`config.mk`:
```
export PLATFORM = sky130hd
export DESIGN_NAME = match_controller
export DESIGN_NICKNAME = d
export VERILOG_FILES = /design/src/rtl/pong_pkg.sv /design/src/rtl/match_controller.sv
export SDC_FILE = /design/constraint.sdc
export NUM_CORES = 1
export LEC_CHECK = 0
export CAP_MARGIN = 15
export CORE_UTILIZATION = 45
export DETAILED_ROUTE_END_ITERATION = 6
export PLACE_DENSITY = 0.77
export SETUP_SLACK_MARGIN = 0.1
export SYNTH_ARGS = -nofsm -noshare
export SYNTH_HDL_FRONTEND = slang
export SYNTH_SLANG_ARGS = --single-unit
```
`constraint.sdc`:
```
create_clock -name clk -period 1.86 [get_ports clk]
set_input_delay 0.372 -clock clk [delete_from_list [all_inputs] [get_ports clk]]
set_output_delay 0.372 -clock clk [all_outputs]
set_load 0.02 [all_outputs]
```
`src/rtl/pong_pkg.sv`:
```
// Shared encodings and defaults for the pong game blocks
// (match controller, ball, render, seven_seg).
package pong_pkg;

  typedef enum logic [1:0] {
    ST_IDLE  = 2'd0,
    ST_SERVE = 2'd1,
    ST_PLAY  = 2'd2,
    ST_OVER  = 2'd3
  } game_state_e;

  localparam logic [1:0] WIN_NONE = 2'd0;
  localparam logic [1:0] WIN_P1   = 2'd1;
  localparam logic [1:0] WIN_P2   = 2'd2;

  localparam int DEF_WIN_SCORE      = 9;
  localparam int DEF_SERVE_DELAY_MS = 1000;

endpackage

```
`src/rtl/match_controller.sv`:
```
// Pong match sequencing: start/serve handling, serve countdown,
// scoring and winner detection. All outputs are registered.
module match_controller
  import pong_pkg::*;
#(
  parameter int WIN_SCORE      = DEF_WIN_SCORE,
  parameter int SERVE_DELAY_MS = DEF_SERVE_DELAY_MS
) (
  input  logic       clk,
  input  logic       reset,
  input  logic       clk_1ms,
  input  logic       start,
  input  logic       p1_point,
  input  logic       p2_point,
  output logic [1:0] game_state,
  output logic [3:0] p1_score,
  output logic [3:0] p2_score,
  output logic       ball_run,
  output logic       serve_dir,
  output logic [1:0] winner
);

  localparam logic [3:0]  WIN4     = 4'(WIN_SCORE);
  localparam logic [11:0] CNT_LOAD = 12'(SERVE_DELAY_MS - 1);

  game_state_e state_q, state_d;
  logic [3:0]  p1_q, p1_d, p2_q, p2_d;
  logic [1:0]  winner_q, winner_d;
  logic        dir_q, dir_d;
  logic [11:0] cnt_q, cnt_d;
  logic        start_q;
  logic        ball_run_q;
  logic        start_re;

  assign start_re = start & ~start_q;

  always_comb begin
    state_d  = state_q;
    p1_d     = p1_q;
    p2_d     = p2_q;
    winner_d = winner_q;
    dir_d    = dir_q;
    cnt_d    = cnt_q;
    unique case (state_q)
      ST_IDLE: begin
        if (start_re) begin
          p1_d     = 4'd0;
          p2_d     = 4'd0;
          winner_d = WIN_NONE;
          dir_d    = 1'b1;
          cnt_d    = CNT_LOAD;
          state_d  = ST_SERVE;
        end
      end
      ST_SERVE: begin
        if (start_re) begin
          state_d = ST_PLAY;
        end else if (clk_1ms) begin
          if (cnt_q == 12'd0) state_d = ST_PLAY;
          else                cnt_d   = cnt_q - 12'd1;
        end
      end
      ST_PLAY: begin
        // Simultaneous points are a disputed rally: nothing counts, re-serve.
        if (p1_point && p2_point) begin
          cnt_d   = CNT_LOAD;
          state_d = ST_SERVE;
        end else if (p1_point && p1_q < WIN4) begin
          p1_d  = p1_q + 4'd1;
          dir_d = 1'b1;
          if (p1_q + 4'd1 == WIN4) begin
            winner_d = WIN_P1;
            state_d  = ST_OVER;
          end else begin
            cnt_d   = CNT_LOAD;
            state_d = ST_SERVE;
          end
        end else if (p2_point && p2_q < WIN4) begin
          p2_d  = p2_q + 4'd1;
          dir_d = 1'b0;
          if (p2_q + 4'd1 == WIN4) begin
            winner_d = WIN_P2;
            state_d  = ST_OVER;
          end else begin
            cnt_d   = CNT_LOAD;
            state_d = ST_SERVE;
          end
        end
      end
      ST_OVER: begin
        if (start_re) state_d = ST_IDLE;
      end
      default: state_d = ST_IDLE;
    endcase
  end

  always_ff @(posedge clk) begin
    if (!reset) begin
      state_q    <= ST_IDLE;
      p1_q       <= 4'd0;
      p2_q       <= 4'd0;
      winner_q   <= WIN_NONE;
      dir_q      <= 1'b1;
      cnt_q      <= 12'd0;
      start_q    <= 1'b1;  // a button held through reset must not fire
      ball_run_q <= 1'b0;
    end else begin
      state_q    <= state_d;
      p1_q       <= p1_d;
      p2_q       <= p2_d;
      winner_q   <= winner_d;
      dir_q      <= dir_d;
      cnt_q      <= cnt_d;
      start_q    <= start;
      ball_run_q <= (state_d == ST_PLAY);
    end
  end

  assign game_state = state_q;
  assign p1_score   = p1_q;
  assign p2_score   = p2_q;
  assign winner     = winner_q;
  assign serve_dir  = dir_q;
  assign ball_run   = ball_run_q;

endmodule
```
Yosys cells after proc, flatten, opt, wreduce, memory -nomap -nowiden
Index checks and enable logic that the tools add are counted.
- flip-flop bits (word level): 27
- bits of input ports: 6
- output and inout port bits: 14
- logic and storage cells: 88
- $add $sub $neg: 3
- $lt $le $gt $ge: 2
- equality and inequality tests: 20
- multiplexer cells: 41
- bitwise gates (word level): 2
- reduce and logical (&&, ||, !) cells: 12
- operator list (kind ; number):
    12-bit two-way mux ; 9
    12-bit one-hot mux with 3 select lines ; 1
    2-bit two-way mux ; 16
    4-bit two-way mux ; 6
    2-bit inequality test, second input constant ; 8
    4-bit one-hot mux with 2 select lines ; 2
    12-bit logical NOT ; 1
    4-bit inequality test, second input constant ; 3
    12-bit by 1-bit subtractor with 12-bit output, second input constant ; 1
    3-bit inequality test, second input constant ; 3
    4-bit by 1-bit adder with 4-bit output, second input constant ; 2
    4-bit == test, second input constant ; 2
    4-bit less-than comparator, second input constant ; 2
    2-bit one-hot mux with 4 select lines ; 1
    4-bit AND reduction ; 2
    8-bit AND reduction ; 1
    2-bit == test, second input constant ; 3
    6-bit AND reduction ; 1
    5-bit AND reduction ; 1
    1-bit two-way mux ; 4
    2-bit one-hot mux with 2 select lines ; 1
    1-bit logical AND ; 3
    3-bit nonzero test ; 1
    2-bit by 1-bit == test with 1-bit output, second input constant ; 1
    5 further kinds ; 5

Longest topological paths before layout
Gate-level depths: netlist of run 1.
- depth after elaboration: 8
- mapped depth: 8
- mapped depth without buffers: 8

Least setup slack after synthesis of run 1
Ideal clock, no wire load.
- kind: register -> register
- start: reg p1_q[0] (netlist: p1_score[0])
- end: reg winner_q[1] (netlist: winner[1])
- library setup time: 0.060 ns
- arrival time: 1.965 ns
- data required time: 1.800 ns
- slack: -0.166 ns
- stages on the path, launching flop included: 8
- path buffers: 0
- period minus slack after synthesis: 2.026 ns
- cells stage by stage: dfxtp_1 inv_1 ha_1 nor2b_1 o21a_1 or4_1 nor2_1 o221a_1
- cells in the longest elaborated chain, start to end: 5
- ends and longest elaborated chain (what ; line ; text):
    start: declaration ; match_controller.sv:27 ; logic [3:0] p1_q, p1_d, p2_q, p2_d;
    start signal: assignment ; match_controller.sv:109 ; p1_q <= p1_d;
    branches (longest 5 deep; another with 4-bit by 1-bit adder with 4-bit output) ; -- ;
    end signal: assignment ; match_controller.sv:111 ; winner_q <= winner_d;
    end: declaration ; match_controller.sv:28 ; logic [1:0] winner_q, winner_d;
Parallel ways; which one is timed is not known. The select of a mux whose other input is x is not followed.
A chain may end at the register's enable or synchronous reset.

Worst setup path after layout of run 1
- start: reg p1_q[0] (netlist: p1_score[0])
- end: reg p2_q[2] (netlist: p2_score[2])
- cells in the longest elaborated chain, start to end: 4
- ends and longest elaborated chain (what ; line ; text):
    4-bit less-than comparator ; match_controller.sv:68 ; end else if (p1_point && p1_q < WIN4) begin
    1-bit logical AND ; match_controller.sv:68 ;
    2-bit inequality test (no source line) ; -- ;
    5-bit AND reduction (no source line) ; -- ;
    end signal: assignment ; match_controller.sv:110 ; p2_q <= p2_d;
    end: declaration ; match_controller.sv:27 ;
No other way between the ends.

==> qor.yml, run 1 <==
floorplanning:
  die_width_um: 62.2
  dieArea_mm2: 0.00386
  pin_count: 20
  initial_core_util_pct: 48.1
  die_h_um: 62.2
  coreArea_mm2: 0.00339
  placementRows: 21
setup_path:
  rr_endpoint: "p2_score[2]"
  rr_startpoint: "p1_score[0]"
  crit_type: "flop to flop"
  crit_required_ns: 2.12
  ff2ff_path_depth: 8
  r2r_slack_ns: -0.005
  arrival_ns: 2.13
  end_kind: "flop"
  start_kind: "flop"
  crit_start: "p1_score[0]"
  cp_max_fo: 4
  crit_end: "p2_score[2]"
sta:
  slew_headroom_pct: 70.4
  setup_viol: 1
  holdWs_ns: 0.486
  fin_crit_sh_pct: 100
  tightestPinTransition_ns: 0.441
  period_needed_ns: 1.87
  setup_slack_ns: -0.00549
  drv_slew: 0
  fmax_ghz: 0.536
  fin_skew_ns: 0.0157
  final-hold-violation-count: 0
  grt_setup_unrepaired: "true"
global_route:
  antenna_found_initial: 0
  overflow: 0
  grt_pass1_wl_mm: 6.91
  grt_pass1_vias: 1576
  grt.total_usage_pct: 21.5
  grt_max_degree: 15
cts:
  clk_pin_slew_ns: 0.15
  cts_tree: "yes"
  numCtsBuffers: 3
  clk_path_buf_depth: 2
  cts_root_buf: "clkbuf_4"
  htreeDepth: 1
  clk-insertion-delay-late_ns: 0.34
  cts_num_sinks: 27
pwr:
  p_sw_share_pct: 33.2
  vdd_drop_max_mv: 0.476
  power.density_mw_per_mm2: 546
  pwr-share-clk_pct: 20.2
  power_frac_seq_pct: 49.3
  internal_power_uw: 869
  p_leak_nw: 1.02
  switchingPower_uw: 431
  total_power_mw: 1.30
  pwr-share-comb_pct: 30.5
yosys:
  synth_edf_count: 0
  synth_ff_type: "dfxtp_1"
  ys_seq_area_share_pct: 33.2
  async_flop_share_pct: 0
  netlist_instances: 204
  yosysTopAreaCell: "dfxtp_1"
  yosysWarningCount: 0
  synth_area_mm2: 0.00163
  synth_nets: 218
  yosys-top-cells-area: "dfxtp_1, ha_1, nand2_1"
  synthTopCellsByCount: "dfxtp_1, nand2_1, nor2_1"
  synth.most_common_cell: "dfxtp_1"
  synth_top_area_share_pct: 33.2
  postSynthAreaPerCell_um2: 7.99
  ys_types: 53
  synth-seq-cells: 27
finish:
  post-route-cell-area_mm2: 0.00238
  instances_no_fill: 306
  drive_gt1_share_pct: 35.4
  antenna_cells: 0
  syn_to_final_growth_pct: 46.2
  final_util_pct: 70.2
  layout.nets: 275
status:
  outcome: "complete, but fails checks"
  violations: "negative setup slack"
run:
  cap_viol_max_count: 0
drt:
  routed_wirelength_mm: 4.41
  first_pass_iters: 4
  num_vias: 1738
  ant_nets: 0
  routed_via_density: 5.68
  wl_per_cell_um: 14.4
  drc_errors: 0
  drt_iter0_markers: 60
placement:
  placed_cell_area_mm2: 0.00214
  dp_hpwl_mm: 2.96
  io_buffers: 19
  routabilityCongestion: 0.898
  dp.cells: 298
hold_path:
  hold_class: "flop to flop"
area by class of cell:
cell class | instances | area, um^2
Multi-Input combinational cell | 158 | 1190
Fill cell | 256 | 1010
Inverter | 13 | 51.3
Tap cell | 46 | 57.6
Timing Repair Buffer | 58 | 495
Sequential cell | 27 | 563
Clock buffer | 4 | 26.3
state kept, by name, summed over array words and instances (netlist names):
signal,count
cnt_q,12
p1_score,4
p2_score,4
game_state,2
winner,2
ball_run,1
serve_dir,1
start_q,1
per-layer routing:
metal	track usage (%)	part of all wire [%]
met5	0	0
met4	6.40	1.3
met2	37.9	50
met3	1.84	3.4
met1	27.9	45
cell families after synthesis:
| kind of cell | share of synthesized area, % |
|---|---|
| simple gates | 24.7 |
| compound gates | 30.2 |
| flops | 33.2 |
| buf+inv | 5.15 |
| fa+ha+maj | 6.14 |
| mux | 0.614 |
how the worst min path moves through the flow:
stage | endpoint | from | cells after the start | slack, ns
global route | cnt_q[11] | cnt_q[11] | 1 | 0.52
CTS | serve_dir | serve_dir | 1 | 0.48
detailed placement | serve_dir | serve_dir | 1 | 0.45
global placement | serve_dir | serve_dir | 1 | 0.44
floorplan | cnt_q[11] | cnt_q[11] | 1 | 0.43
finish | cnt_q[11] | cnt_q[11] | 1 | 0.49
timing repair:
item,CTS,global route
endpoints found under the setup margin,24,25
gates cloned,1,0
setup buffers,3,0
hold buffers,0,0
pin swaps,4,15
gates resized for setup,18,36
cells in the final DEF, fill, tap and decap left out, types with 3 or more instances in the layout:
| cell type | n |
|---|---|
| nand2_1 | 23 |
| o21ai_2 | 3 |
| nand2b_1 | 5 |
| a31oi_1 | 8 |
| nand3_1 | 6 |
| dlygate4sd2_1 | 5 |
| dfxtp_1 | 17 |
| dfxtp_2 | 6 |
| dlymetal6s2s_1 | 3 |
| nor2_1 | 12 |
| inv_1 | 10 |
| clkbuf_4 | 3 |
| o211a_1 | 3 |
| o21a_1 | 3 |
| dfxtp_4 | 4 |
| o21ai_0 | 9 |
| nor3_1 | 6 |
| ha_1 | 4 |
| o21ai_1 | 3 |
| a21oi_2 | 3 |
| a21oi_1 | 8 |
| buf_6 | 3 |
| clkdlybuf4s50_1 | 11 |
| nor2_4 | 5 |
| buf_4 | 36 |
| a211oi_1 | 3 |
power by group through the flow:
stage / clock [mW] / combinational (mW) / sequential (mW)
after CTS: 0.265 / 0.355 / 0.635
after global routing: 0.294 / 0.437 / 0.646
after floorplan: 0 / 0.216 / 0.643
after global placement: 0 / 0.341 / 0.645
after detailed placement: 0 / 0.345 / 0.647
final: 0.263 / 0.396 / 0.641
metrics by stage:
step           setup WS, ns  setup TNS (ns)
6_report           -0.00549        -0.00549
5_1_grt             -0.0415         -0.0654
4_1_cts             0.00946               0
3_5_place_dp         -0.282           -4.01
3_3_place_gp         -0.264           -3.52
2_1_floorplan        0.0803               0
critical path, stage by stage, from the launching register on:
cell and delay (ns):
dfxtp_4 0.41, inv_4 0.04, ha_4 0.14, nor2b_4 0.13, o21a_4 0.21, buf_6 0.11, o32a_1 0.15, or4b_1 0.47
a21oi_1 0.13
(Power assumes the default switching activity.)
==> run 2, diff against run 1 <==
--- a/config.mk
+++ b/config.mk
@@ -7,6 +7,7 @@
 export LEC_CHECK = 0
 export CAP_MARGIN = 15
 export CORE_UTILIZATION = 45
+export CTS_BUF_LIST = sky130_fd_sc_hd__clkbuf_4 sky130_fd_sc_hd__clkbuf_8 sky130_fd_sc_hd__clkbuf_16
 export DETAILED_ROUTE_END_ITERATION = 6
 export PLACE_DENSITY = 0.77
 export SETUP_SLACK_MARGIN = 0.1
==> run 2 against run 1 <==
The run still ends with negative setup slack left. Count of clock-buffer cells in the layout unchanged. First-iteration DRC count unchanged. Design area grew 0.11%. Final cell count is the same. Largest cell class unchanged.
==> qor.yml, run 2 (same netlist as run 1, synthesis figures left out) <==
status:
  outcome: "complete, but fails checks"
  violations: "negative setup slack"
setup_path:
  crit_required_ns: 2.13
  cp_slowest_cell: "or4b_1"
  crit_type: "flop to flop"
  path_buf_inv: 2
  cp_max_fo: 4
  rr_startpoint: "p1_score[0]"
  slowest_delay_ns: 0.47
  cp_cell_sequence: "inv_4 > ha_4 > nor2b_4 > o21a_4 > buf_6 > o32a_1 > or4b_1 > a21oi_1"
  arrival_ns: 2.13
  end_kind: "flop"
  start_kind: "flop"
  crit_start: "p1_score[0]"
  path_delay_family: "simple AND/OR/NAND/NOR gates"
hold_path:
  min-delay-start: "cnt_q[11]"
  hold_class: "flop to flop"
sta:
  setup_slack_ns: -0.00300
  final-hold-violation-count: 0
  fmax_ghz: 0.537
  slew_headroom_pct: 70.4
  holdWs_ns: 0.487
  tightestPinTransition_ns: 0.441
  grt_setup_unrepaired: "true"
  fin_skew_ns: 0.0135
  drv_slew: 0
  setup_tns_ns: -0.00300
  period_needed_ns: 1.86
  fin_crit_sh_pct: 100
  setup_viol: 1
drt:
  routed_wirelength_mm: 4.40
  num_vias: 1753
  ant_nets: 0
  drt_iter0_markers: 60
  first_pass_iters: 4
  wl_per_cell_um: 14.4
  routed_via_density: 5.73
  drc_errors: 0
cts:
  cts_num_sinks: 27
  numCtsBuffers: 3
  postCtsHoldBufs: 0
  clk_path_buf_depth: 2
  htreeDepth: 1
  cts_tree: "yes"
  clk-insertion-delay-late_ns: 0.34
  clk_pin_slew_ns: 0.15
  cts_root_buf: "clkbuf_4"
placement:
  placement.setup.worst_slack_ns: -0.282
  dp.cells: 298
  routabilityCongestion: 0.898
  dp_hpwl_mm: 2.96
  placed_cell_area_mm2: 0.00214
  io_buffers: 19
finish:
  final_cell_mix: "buf_4, nand2_1, dfxtp_1"
  post-route-cell-area_mm2: 0.00238
  syn_to_final_growth_pct: 46.3
  largest_reg_flops: 12
  antenna_cells: 0
  regMostFlops: "cnt_q"
  drive_gt1_share_pct: 35.8
  final_common_cell: "buf_4"
  instances_no_fill: 306
  final_util_pct: 70.3
  layout.nets: 275
global_route:
  overflow: 0
  grt_max_degree: 15
  grt_pass1_wl_mm: 6.91
  antenna_found_initial: 0
  grt_pass1_vias: 1576
  grt.total_usage_pct: 21.5
run:
  cap_viol_max_count: 0
floorplanning:
  die_width_um: 62.2
  dieArea_mm2: 0.00386
  placementRows: 21
  pin_count: 20
  die_h_um: 62.2
  coreArea_mm2: 0.00339
  initial_core_util_pct: 48.1
pwr:
  power.density_mw_per_mm2: 553
  total_power_mw: 1.32
  p_leak_nw: 1.03
  vdd_drop_max_mv: 0.488
==> run 2: changes by cell type in the layout (fill, tap and decap cells not counted) <==
cell             change
clkdlybuf4s50_1      -1
clkbuf_4             +1
clkbuf_1             -1
dlygate4sd2_1        +1
==> run 2: layout make-up <==
type / count / area (um^2)
multi-input cells: 158 / 1190
fillers: 256 / 1010
flip-flops and latches: 27 / 563
repair buffers: 58 / 494
well taps: 46 / 57.6
inverters: 13 / 51.3
clock buffers: 4 / 30.0
==> run 2: final timing paths <==
check             slack, ns     endpoint  cells after the start
setup / recovery     -0.003  p2_score[2]                      8
hold / removal         0.49    cnt_q[11]                      1
setup reg to reg     -0.003  p2_score[2]                      8
hold reg to reg        0.49    cnt_q[11]                      1
==> run 2: routing by layer <==
metal	share of wire, %	wire length [um]	GRT usage (%)	vias up
met5	0	0	0	-
met4	1.7	74	6.40	0
met3	3.7	161	1.84	10
met2	50	2200	37.9	50
met1	45	1970	27.9	827
li1	-	-	-	866
==> run 2: repair_timing <==
| item | 4_1_cts | 5_1_grt |
|---|---|---|
| resized for setup | 19 | 36 |
| buffers inserted | 3 | 0 |
| cloned | 1 | 0 |
| hold endpoints to repair | 0 | 0 |
| pin swaps | 4 | 15 |
| endpoints found under the setup margin | 25 | 24 |
==> run 2: power breakdown <==
part	switching, mW	internal, mW	total (mW)
Clock	0.180	0.0989	0.279
Sequential	0.0384	0.603	0.641
Combinational	0.215	0.182	0.397
==> run 2: worst register-to-register path, cell delays in order (launching register included) <==
cell and delay [ns]:
dfxtp_4 0.41, inv_4 0.05, ha_4 0.14, nor2b_4 0.13, o21a_4 0.22, buf_6 0.11, o32a_1 0.15, or4b_1 0.47
a21oi_1 0.13
